**config.mk**
```make
export PLATFORM = sky130hd
export DESIGN_NAME = seq_divider
export DESIGN_NICKNAME = d
export VERILOG_FILES = /design/src/rtl/seq_divider.sv
export SDC_FILE = /design/constraint.sdc
export NUM_CORES = 1
export LEC_CHECK = 0
export CAP_MARGIN = 20
export CORE_UTILIZATION = 52
export CTS_CLUSTER_DIAMETER = 60
export DETAILED_ROUTE_END_ITERATION = 10
export PLACE_DENSITY = 0.84
export SYNTH_ARGS = -nofsm -noshare
export SYNTH_HDL_FRONTEND = slang
export SYNTH_SLANG_ARGS = --single-unit
```
**constraint.sdc**
```tcl
create_clock -name clk -period 2.5 [get_ports clk]
set_input_delay 0.375 -clock clk [delete_from_list [all_inputs] [get_ports clk]]
set_output_delay 0.375 -clock clk [all_outputs]
set_load 0.01 [all_outputs]
```
**src/rtl/seq_divider.sv**
```systemverilog
// seq_divider: sequential restoring divider, one quotient bit per clock.
// Divides a DW-bit unsigned dividend by a VW-bit unsigned divisor and
// returns a DW-bit quotient and a VW-bit remainder. The start/busy/done
// handshake accepts a new request in IDLE or in the FIN (done) cycle.
// A zero divisor completes in one cycle with quotient all-ones and dbz set.
// Optional macro SEQ_DIVIDER_SELF_CHECK_EN adds a reconstruction check
// (quotient*divisor + remainder == dividend, remainder < divisor) that sets
// the sticky chk_err output; without it chk_err is tied low.
module seq_divider #(
    parameter int DW = 8,
    parameter int VW = 4
) (
    input  logic          clk,
    input  logic          rst_n,
    input  logic          start,
    input  logic [DW-1:0] dividend,
    input  logic [VW-1:0] divisor,
    output logic          busy,
    output logic          done,
    output logic [DW-1:0] quotient,
    output logic [VW-1:0] remainder,
    output logic          dbz,
    output logic          chk_err
);

    localparam int CW = (DW > 1) ? $clog2(DW) : 1;

    typedef enum logic [1:0] {
        IDLE = 2'd0,
        RUN  = 2'd1,
        FIN  = 2'd2
    } state_t;

    state_t        state_reg;
    logic [DW-1:0] shift_reg;
    logic [VW-1:0] divisor_reg;
    logic [VW:0]   prem_reg;
    logic [CW-1:0] count_reg;

    logic          accept;
    logic [VW+1:0] prem_shift;
    logic [VW:0]   trial;
    logic          trial_ok;
    logic [VW:0]   prem_next;
    logic [DW-1:0] shift_next;

    // One restoring step: shift in the next dividend bit, trial-subtract the divisor.
    // The compare uses the full shifted width so the subtract only needs VW+1 bits.
    always_comb begin
        accept     = start && (state_reg != RUN);
        prem_shift = {prem_reg, shift_reg[DW-1]};
        trial      = prem_shift[VW:0] - {1'b0, divisor_reg};
        trial_ok   = (prem_shift >= {2'b00, divisor_reg});
        prem_next  = trial_ok ? trial : prem_shift[VW:0];
        shift_next = {shift_reg[DW-2:0], trial_ok};
    end

    // Control FSM and datapath; results are registered on the edge entering FIN.
    always_ff @(posedge clk) begin
        if (!rst_n) begin
            state_reg   <= IDLE;
            shift_reg   <= '0;
            divisor_reg <= '0;
            prem_reg    <= '0;
            count_reg   <= '0;
            busy        <= 1'b0;
            done        <= 1'b0;
            quotient    <= '0;
            remainder   <= '0;
            dbz         <= 1'b0;
        end else begin
            done <= 1'b0;
            case (state_reg)
                IDLE, FIN: begin
                    if (accept) begin
                        if (divisor != '0) begin
                            shift_reg   <= dividend;
                            divisor_reg <= divisor;
                            prem_reg    <= '0;
                            count_reg   <= '0;
                            busy        <= 1'b1;
                            state_reg   <= RUN;
                        end else begin
                            // Divide by zero finishes immediately without entering RUN.
                            quotient  <= '1;
                            remainder <= '0;
                            dbz       <= 1'b1;
                            done      <= 1'b1;
                            state_reg <= FIN;
                        end
                    end else begin
                        state_reg <= IDLE;
                    end
                end
                RUN: begin
                    shift_reg <= shift_next;
                    prem_reg  <= prem_next;
                    count_reg <= count_reg + CW'(1);
                    if (count_reg == CW'(DW - 1)) begin
                        // Last iteration: publish results so they coincide with done.
                        quotient  <= shift_next;
                        remainder <= prem_next[VW-1:0];
                        dbz       <= 1'b0;
                        done      <= 1'b1;
                        busy      <= 1'b0;
                        state_reg <= FIN;
                    end
                end
                default: begin
                    state_reg <= IDLE;
                    busy      <= 1'b0;
                end
            endcase
        end
    end

`ifdef SEQ_DIVIDER_SELF_CHECK_EN
    logic [DW-1:0]    dividend_reg;
    logic [DW+VW-1:0] recon;
    logic             chk_bad;
    logic             chk_err_reg;

    // Keep the original dividend of the operation in flight for the check.
    always_ff @(posedge clk) begin
        if (!rst_n) begin
            dividend_reg <= '0;
        end else if (accept && (divisor != '0)) begin
            dividend_reg <= dividend;
        end
    end

    // Reconstruct the dividend from the published results.
    always_comb begin
        recon   = ({{VW{1'b0}}, quotient} * {{DW{1'b0}}, divisor_reg})
                + {{DW{1'b0}}, remainder};
        chk_bad = (recon != {{VW{1'b0}}, dividend_reg}) || (remainder >= divisor_reg);
    end

    // Sticky error flag evaluated during the FIN cycle of normal operations.
    always_ff @(posedge clk) begin
        if (!rst_n) begin
            chk_err_reg <= 1'b0;
        end else if ((state_reg == FIN) && !dbz && chk_bad) begin
            chk_err_reg <= 1'b1;
            $error("seq_divider self-check: dividend=%0d divisor=%0d quotient=%0d remainder=%0d",
                   dividend_reg, divisor_reg, quotient, remainder);
        end
    end

    assign chk_err = chk_err_reg;
`else
    assign chk_err = 1'b0;
`endif

endmodule

```
Word-level counts from Yosys, hierarchy flattened
Cells that the tools add are included.
{"block": "op_classes", "add_sub_neg": 2, "mul": 0, "div": 0, "n_lt_le_gt_ge": 1, "eq_ne": 8, "shifts": 0, "mux": 33, "n_bitwise": 0, "n_reduce_logical": 9}
{"operator": "8-bit two-way mux", "count": 5}
{"operator": "8-bit case mux with 2 select lines", "count": 2}
{"operator": "5-bit two-way mux", "count": 3}
{"operator": "4-bit two-way mux", "count": 3}
{"operator": "5-bit case mux with 2 select lines", "count": 1}
{"operator": "3-bit AND reduction", "count": 3}
{"operator": "1-bit two-way mux", "count": 8}
{"operator": "2-bit != test (second input constant)", "count": 4}
{"operator": "4-bit case mux with 2 select lines", "count": 1}
{"operator": "6-bit by 4-bit >= comparator with 1-bit output", "count": 1}
{"operator": "2-bit two-way mux", "count": 3}
{"operator": "3-bit two-way mux", "count": 2}
{"operator": "1-bit case mux with 2 select lines", "count": 3}
{"operator": "3-bit case mux with 2 select lines", "count": 1}
{"operator": "5-bit by 4-bit subtractor with 5-bit output", "count": 1}
{"operator": "2-bit case mux with 2 select lines", "count": 1}
{"operator": "4-bit AND reduction", "count": 1}
{"operator": "4-bit nonzero test", "count": 1}
{"operator": "3-bit by 1-bit adder with 3-bit output (second input constant)", "count": 1}
{"operator": "3-bit equality test (second input constant)", "count": 1}
{"operator": "2-bit by 1-bit equality test with 1-bit output (second input constant)", "count": 1}
{"operator": "2-bit equality test (second input constant)", "count": 1}
{"operator": "2-bit logical NOT", "count": 1}
{"operator": "2-bit by 1-bit != test with 1-bit output (second input constant)", "count": 1}
{"operator": "other kinds (3)", "count": 3}
{"block": "word_totals", "ff_bits": 37, "latch_bits": 0, "ramBits": 0, "mem_bits_ro": 0, "in_bits": 15, "out_inout_bits": 16, "elab_cells": 63, "mem_count": 0}

Depth between registers and ports, before layout
{"block": "depth", "word_depth": 4, "mapped_depth": 7, "mapped_depth_nobuf": 7}

Worst setup path before layout
OpenSTA, ideal clock, no wires.
{"block": "synth_path", "path_type": "flip-flop to flip-flop", "from": "reg shift_reg[7]", "to": "reg prem_reg[3]", "setup_time_ns": 0.087, "t_arrival_ns": 1.827, "required_time_ns": 2.413, "path_slack_ns": 0.586, "path_stages_with_launch": 8, "path_buffers": 0, "synth_period_minus_slack_ns": 1.914, "path_cell_list": "dfxtp_1 inv_1 ha_1 fa_1 nand2b_1 a21oi_1 nor2_1 o31ai_1"}
{"block": "synth_between", "elab_chain_cells": 3, "word_cells_on_any_way": 4, "classes_between": "add/sub: 1; order compare: 1; mux: 2"}
{"item": "start: declaration", "line": "35", "text": "logic [DW-1:0] shift_reg;"}
{"item": "start signal: assignment", "line": "77", "text": "shift_reg <= dividend;"}
{"item": "start signal: assignment", "line": "96", "text": "shift_reg <= shift_next;"}
{"item": "5-bit by 4-bit subtractor with 5-bit output or 6-bit by 4-bit >= comparator with 1-bit output (tied branches)", "line": "52, 53"}
{"item": "5-bit two-way mux (*)", "line": "54", "text": "prem_next = trial_ok ? trial : prem_shift[VW:0];"}
{"item": "5-bit case mux with 2 select lines (*)", "line": "73", "text": "case (state_reg)"}
{"item": "end signal: assignment", "line": "97", "text": "prem_reg <= prem_next;"}
{"item": "end: declaration", "line": "37", "text": "logic [VW:0] prem_reg;"}
Every way passes the cells marked *; elsewhere a longest branch is shown, timed or not.
A chain may end at the register's enable or synchronous reset.

Worst setup path in the final report
Same ends and word-level chain as after synthesis.

==> flow_results.xml <==
<?xml version="1.0" encoding="UTF-8"?>
<metrics>
  <group name="outcome">
    <metric name="outcome" unit="">finished clean</metric>
  </group>
  <group name="global_route">
    <metric name="global_route.usage.total" unit="">0.239</metric>
    <metric name="grt_max_degree" unit="">27</metric>
    <metric name="grt_antenna_before_repair" unit="">0</metric>
    <metric name="wire_length_of_the_first_global_routing_pass" unit="µm">6330</metric>
    <metric name="overflow_left_after_global_routing" unit="">0</metric>
    <metric name="number_of_global_route_vias_before_repair" unit="">1416</metric>
  </group>
  <group name="timing">
    <metric name="worst_slew_margin_rel" unit="">0.431</metric>
    <metric name="timing_max_transition_violations_final" unit="">0</metric>
    <metric name="setup_repair_after_global_routing_missed_its_margin" unit="">no</metric>
    <metric name="fmax" unit="MHz">462</metric>
    <metric name="final_critical_path_setup_slack" unit="ns">0.336</metric>
    <metric name="final_period_minus_worst_setup_slack" unit="ns">2.16</metric>
    <metric name="worst-slew-pin-transition" unit="ns">0.853</metric>
    <metric name="report.final.setup_viol" unit="">0</metric>
    <metric name="hold_vio_cnt_final" unit="">0</metric>
    <metric name="tns" unit="ns">0</metric>
    <metric name="worst_clock_skew" unit="ns">0.00562</metric>
    <metric name="period_share" unit="">0.866</metric>
  </group>
  <group name="setup_path">
    <metric name="timing_worst_setup_path_type" unit="">flop to flop</metric>
    <metric name="type_of_destination_of_the_critical_path" unit="">flop</metric>
    <metric name="required_time_of_the_critical_path" unit="ns">2.77</metric>
    <metric name="rr_worst_depth" unit="">7</metric>
    <metric name="worst_ep_arrival_time" unit="ns">2.44</metric>
    <metric name="cp_max_fanout" unit="">7</metric>
    <metric name="cp-start-kind" unit="">flop</metric>
  </group>
  <group name="synthesis">
    <metric name="netlist_area" unit="µm²">1760</metric>
    <metric name="cells_after_synthesis" unit="">209</metric>
    <metric name="synth_edf_count" unit="">0</metric>
    <metric name="synth_seq_area_share" unit="">0.420</metric>
    <metric name="async_reset_ff_frac" unit="">0</metric>
    <metric name="synthDominantCellAreaShare" unit="">0.420</metric>
    <metric name="postSynthNetCount" unit="">231</metric>
    <metric name="syn-mean-instance-area" unit="µm²">8.43</metric>
    <metric name="synth_seq_cells" unit="">37</metric>
    <metric name="synthFlopType" unit="">dfxtp_1</metric>
    <metric name="yosys-top-cells-area" unit="">dfxtp_1 42%, nand2_1 5.3%, o21ai_0 4.8%</metric>
    <metric name="synth_top_cell_by_area" unit="">dfxtp_1</metric>
    <metric name="yosysUniqueCellTypes" unit="">38</metric>
    <metric name="synth-warning-count" unit="">0</metric>
  </group>
  <group name="die">
    <metric name="starting_utilization_of_the_core_area" unit="">0.563</metric>
    <metric name="die_area" unit="µm²">3620</metric>
    <metric name="design.core.area" unit="µm²">3130</metric>
    <metric name="pin_count" unit="">31</metric>
    <metric name="chipWidth" unit="µm">60.2</metric>
    <metric name="fp-row-count" unit="">20</metric>
    <metric name="die_h" unit="µm">60.2</metric>
  </group>
  <group name="power">
    <metric name="leakage_power_of_the_design" unit="nW">0.840</metric>
    <metric name="ir_worst_vdd" unit="mV">0.394</metric>
    <metric name="powerDensity" unit="nW/µm²">672</metric>
    <metric name="total_design_power" unit="mW">1.46</metric>
  </group>
  <group name="cells_and_area">
    <metric name="final_nets" unit="">258</metric>
    <metric name="drive_above_1_share" unit="">0.0633</metric>
    <metric name="synthToLayoutAreaGrowth" unit="%">23.3</metric>
    <metric name="layout.cell_area.non_filler" unit="µm²">2170</metric>
    <metric name="instances_no_fill" unit="">281</metric>
    <metric name="number_of_diodes" unit="">0</metric>
  </group>
  <group name="clocking">
    <metric name="cts_buffer_depth" unit="">2</metric>
    <metric name="tritoncts" unit="">done</metric>
    <metric name="cts_inserted_buffers" unit="">5</metric>
    <metric name="cts_h_tree_depth" unit="">2</metric>
    <metric name="post_cts_resize_count" unit="">0</metric>
    <metric name="cts_hold_repair.buffers" unit="">0</metric>
    <metric name="postCtsSetupRepairBufs" unit="">0</metric>
    <metric name="cts-root-buf" unit="">clkbuf_4</metric>
    <metric name="worst_skew_late_latency" unit="ns">0.35</metric>
    <metric name="clock_sinks" unit="">37</metric>
    <metric name="clkSlewWorstSetupHoldPaths" unit="ns">0.11</metric>
  </group>
  <group name="place">
    <metric name="place.port_buffers" unit="">29</metric>
    <metric name="gp_routability_congestion" unit="">0.936</metric>
    <metric name="postPlaceCellArea" unit="µm²">2070</metric>
    <metric name="post-place-cells" unit="">273</metric>
    <metric name="detailed_place_hpwl" unit="µm">2680</metric>
    <metric name="pre_cts_ws" unit="ns">0.366</metric>
  </group>
  <group name="drt">
    <metric name="post_drt_wl_per_cell" unit="µm">13.6</metric>
    <metric name="vias_per_cell" unit="">5.66</metric>
    <metric name="first_iter_violations" unit="">72</metric>
    <metric name="antenna_left" unit="">0</metric>
    <metric name="number_of_design_rule_violations_left_after_detail_routing" unit="">0</metric>
    <metric name="routed-via-count" unit="">1591</metric>
    <metric name="routed_wirelength" unit="µm">3830</metric>
    <metric name="drtPass1Iterations" unit="">4</metric>
  </group>
  <group name="flow_run">
    <metric name="max_cap_check_violation_count" unit="">0</metric>
  </group>
  <group name="hold_path">
    <metric name="timing.hold.worst_path_depth" unit="">2</metric>
    <metric name="worst_hold_path_type" unit="">flop to flop</metric>
  </group>
</metrics>
==> cells in the final DEF (no fill, tap or decap), types with 2 or more instances in the layout <==
cell type / n
inv_1: 7
o31ai_1: 7
nor2b_1: 4
buf_4: 5
ha_1: 6
a31oi_1: 8
xnor2_1: 2
o2111a_1: 2
clkdlybuf4s50_1: 29
o21ai_0: 17
o211ai_1: 4
bufinv_16: 2
and2_1: 3
dfxtp_1: 37
o211a_1: 2
a21boi_0: 5
a22oi_1: 3
nor3_1: 3
nand2_1: 25
nand4_1: 10
a21oi_1: 13
nand2b_1: 3
clkbuf_4: 5
o21a_1: 2
nor2_1: 14
nand3_1: 5
nor4_1: 2
==> critical path: stages, from the launching register on <==
cell and delay (ns):
dfxtp_1 0.39, inv_1 0.06, ha_1 0.22, fa_1 0.39, nand2b_1 0.18, a21oi_1 0.41
nor2_1 0.19, o31ai_1 0.25
==> routing by layer <==
metal / up-vias / routed length (µm) / track usage
met5: - / 0 / 0
met4: 0 / 65 / 0.0831
met3: 7 / 232 / 0.0671
met2: 54 / 1790 / 0.366
met1: 728 / 1740 / 0.319
li1: 802 / - / -
==> power by group <==
group	switching [mW]	internal [mW]	total [mW]
registers	0.0269	0.623	0.650
logic	0.174	0.110	0.284
clock network	0.211	0.315	0.525
total	0.412	1.05	1.46
==> area by class of cell <==
type	instances	area, µm²
Fill cell	269	956
Tap cell	44	55.1
Timing Repair Buffer	34	328
Inverter	7	26.3
Multi-Input combinational cell	151	916
Clock buffer	5	37.5
Sequential cell	37	741
Clock inverter	3	68.8
==> final timing paths <==
check,slack [ns],from,endpoint
setup reg to reg,0.34,shift_reg[7],prem_reg[3]
hold / removal,0.48,divisor_reg[3],divisor_reg[3]
setup / recovery,0.34,shift_reg[7],prem_reg[3]
hold reg to reg,0.48,divisor_reg[3],divisor_reg[3]
==> cells in the mapped netlist, drive strengths merged, types with 6 or more instances <==
| master | n |
|---|---|
| ha | 6 |
| o21ai | 17 |
| nand2 | 26 |
| dfxtp | 37 |
| a21oi | 13 |
| nand4 | 10 |
| a31oi | 8 |
| nor2 | 14 |
| clkbuf | 9 |
| inv | 7 |
| o31ai | 7 |
==> through the flow <==
step / utilization / hold WS, ns
floorplan: - / 0.443
finish: 0.694 / 0.478
detailed placement: 0.660 / 0.466
global route: 0.694 / 0.504
CTS: 0.694 / 0.482
global placement: 0.660 / 0.454
==> cell families (layout without fill, tap and decap cells) <==
group                      count (synthesis)  after routing  share of synthesized area
xor gates and xnor gates                   2              2                    0.00994
and+or+nand+nor                           75             75                      0.214
other                                      1              1                    0.00213
DFF                                       37             37                      0.420
buffers and inverters                     21             49                     0.0597
AOI/OAI and AO/OA                         66             66                      0.240
adders and majority gates                  7              7                     0.0540
Power figures use the tool's default switching activity.
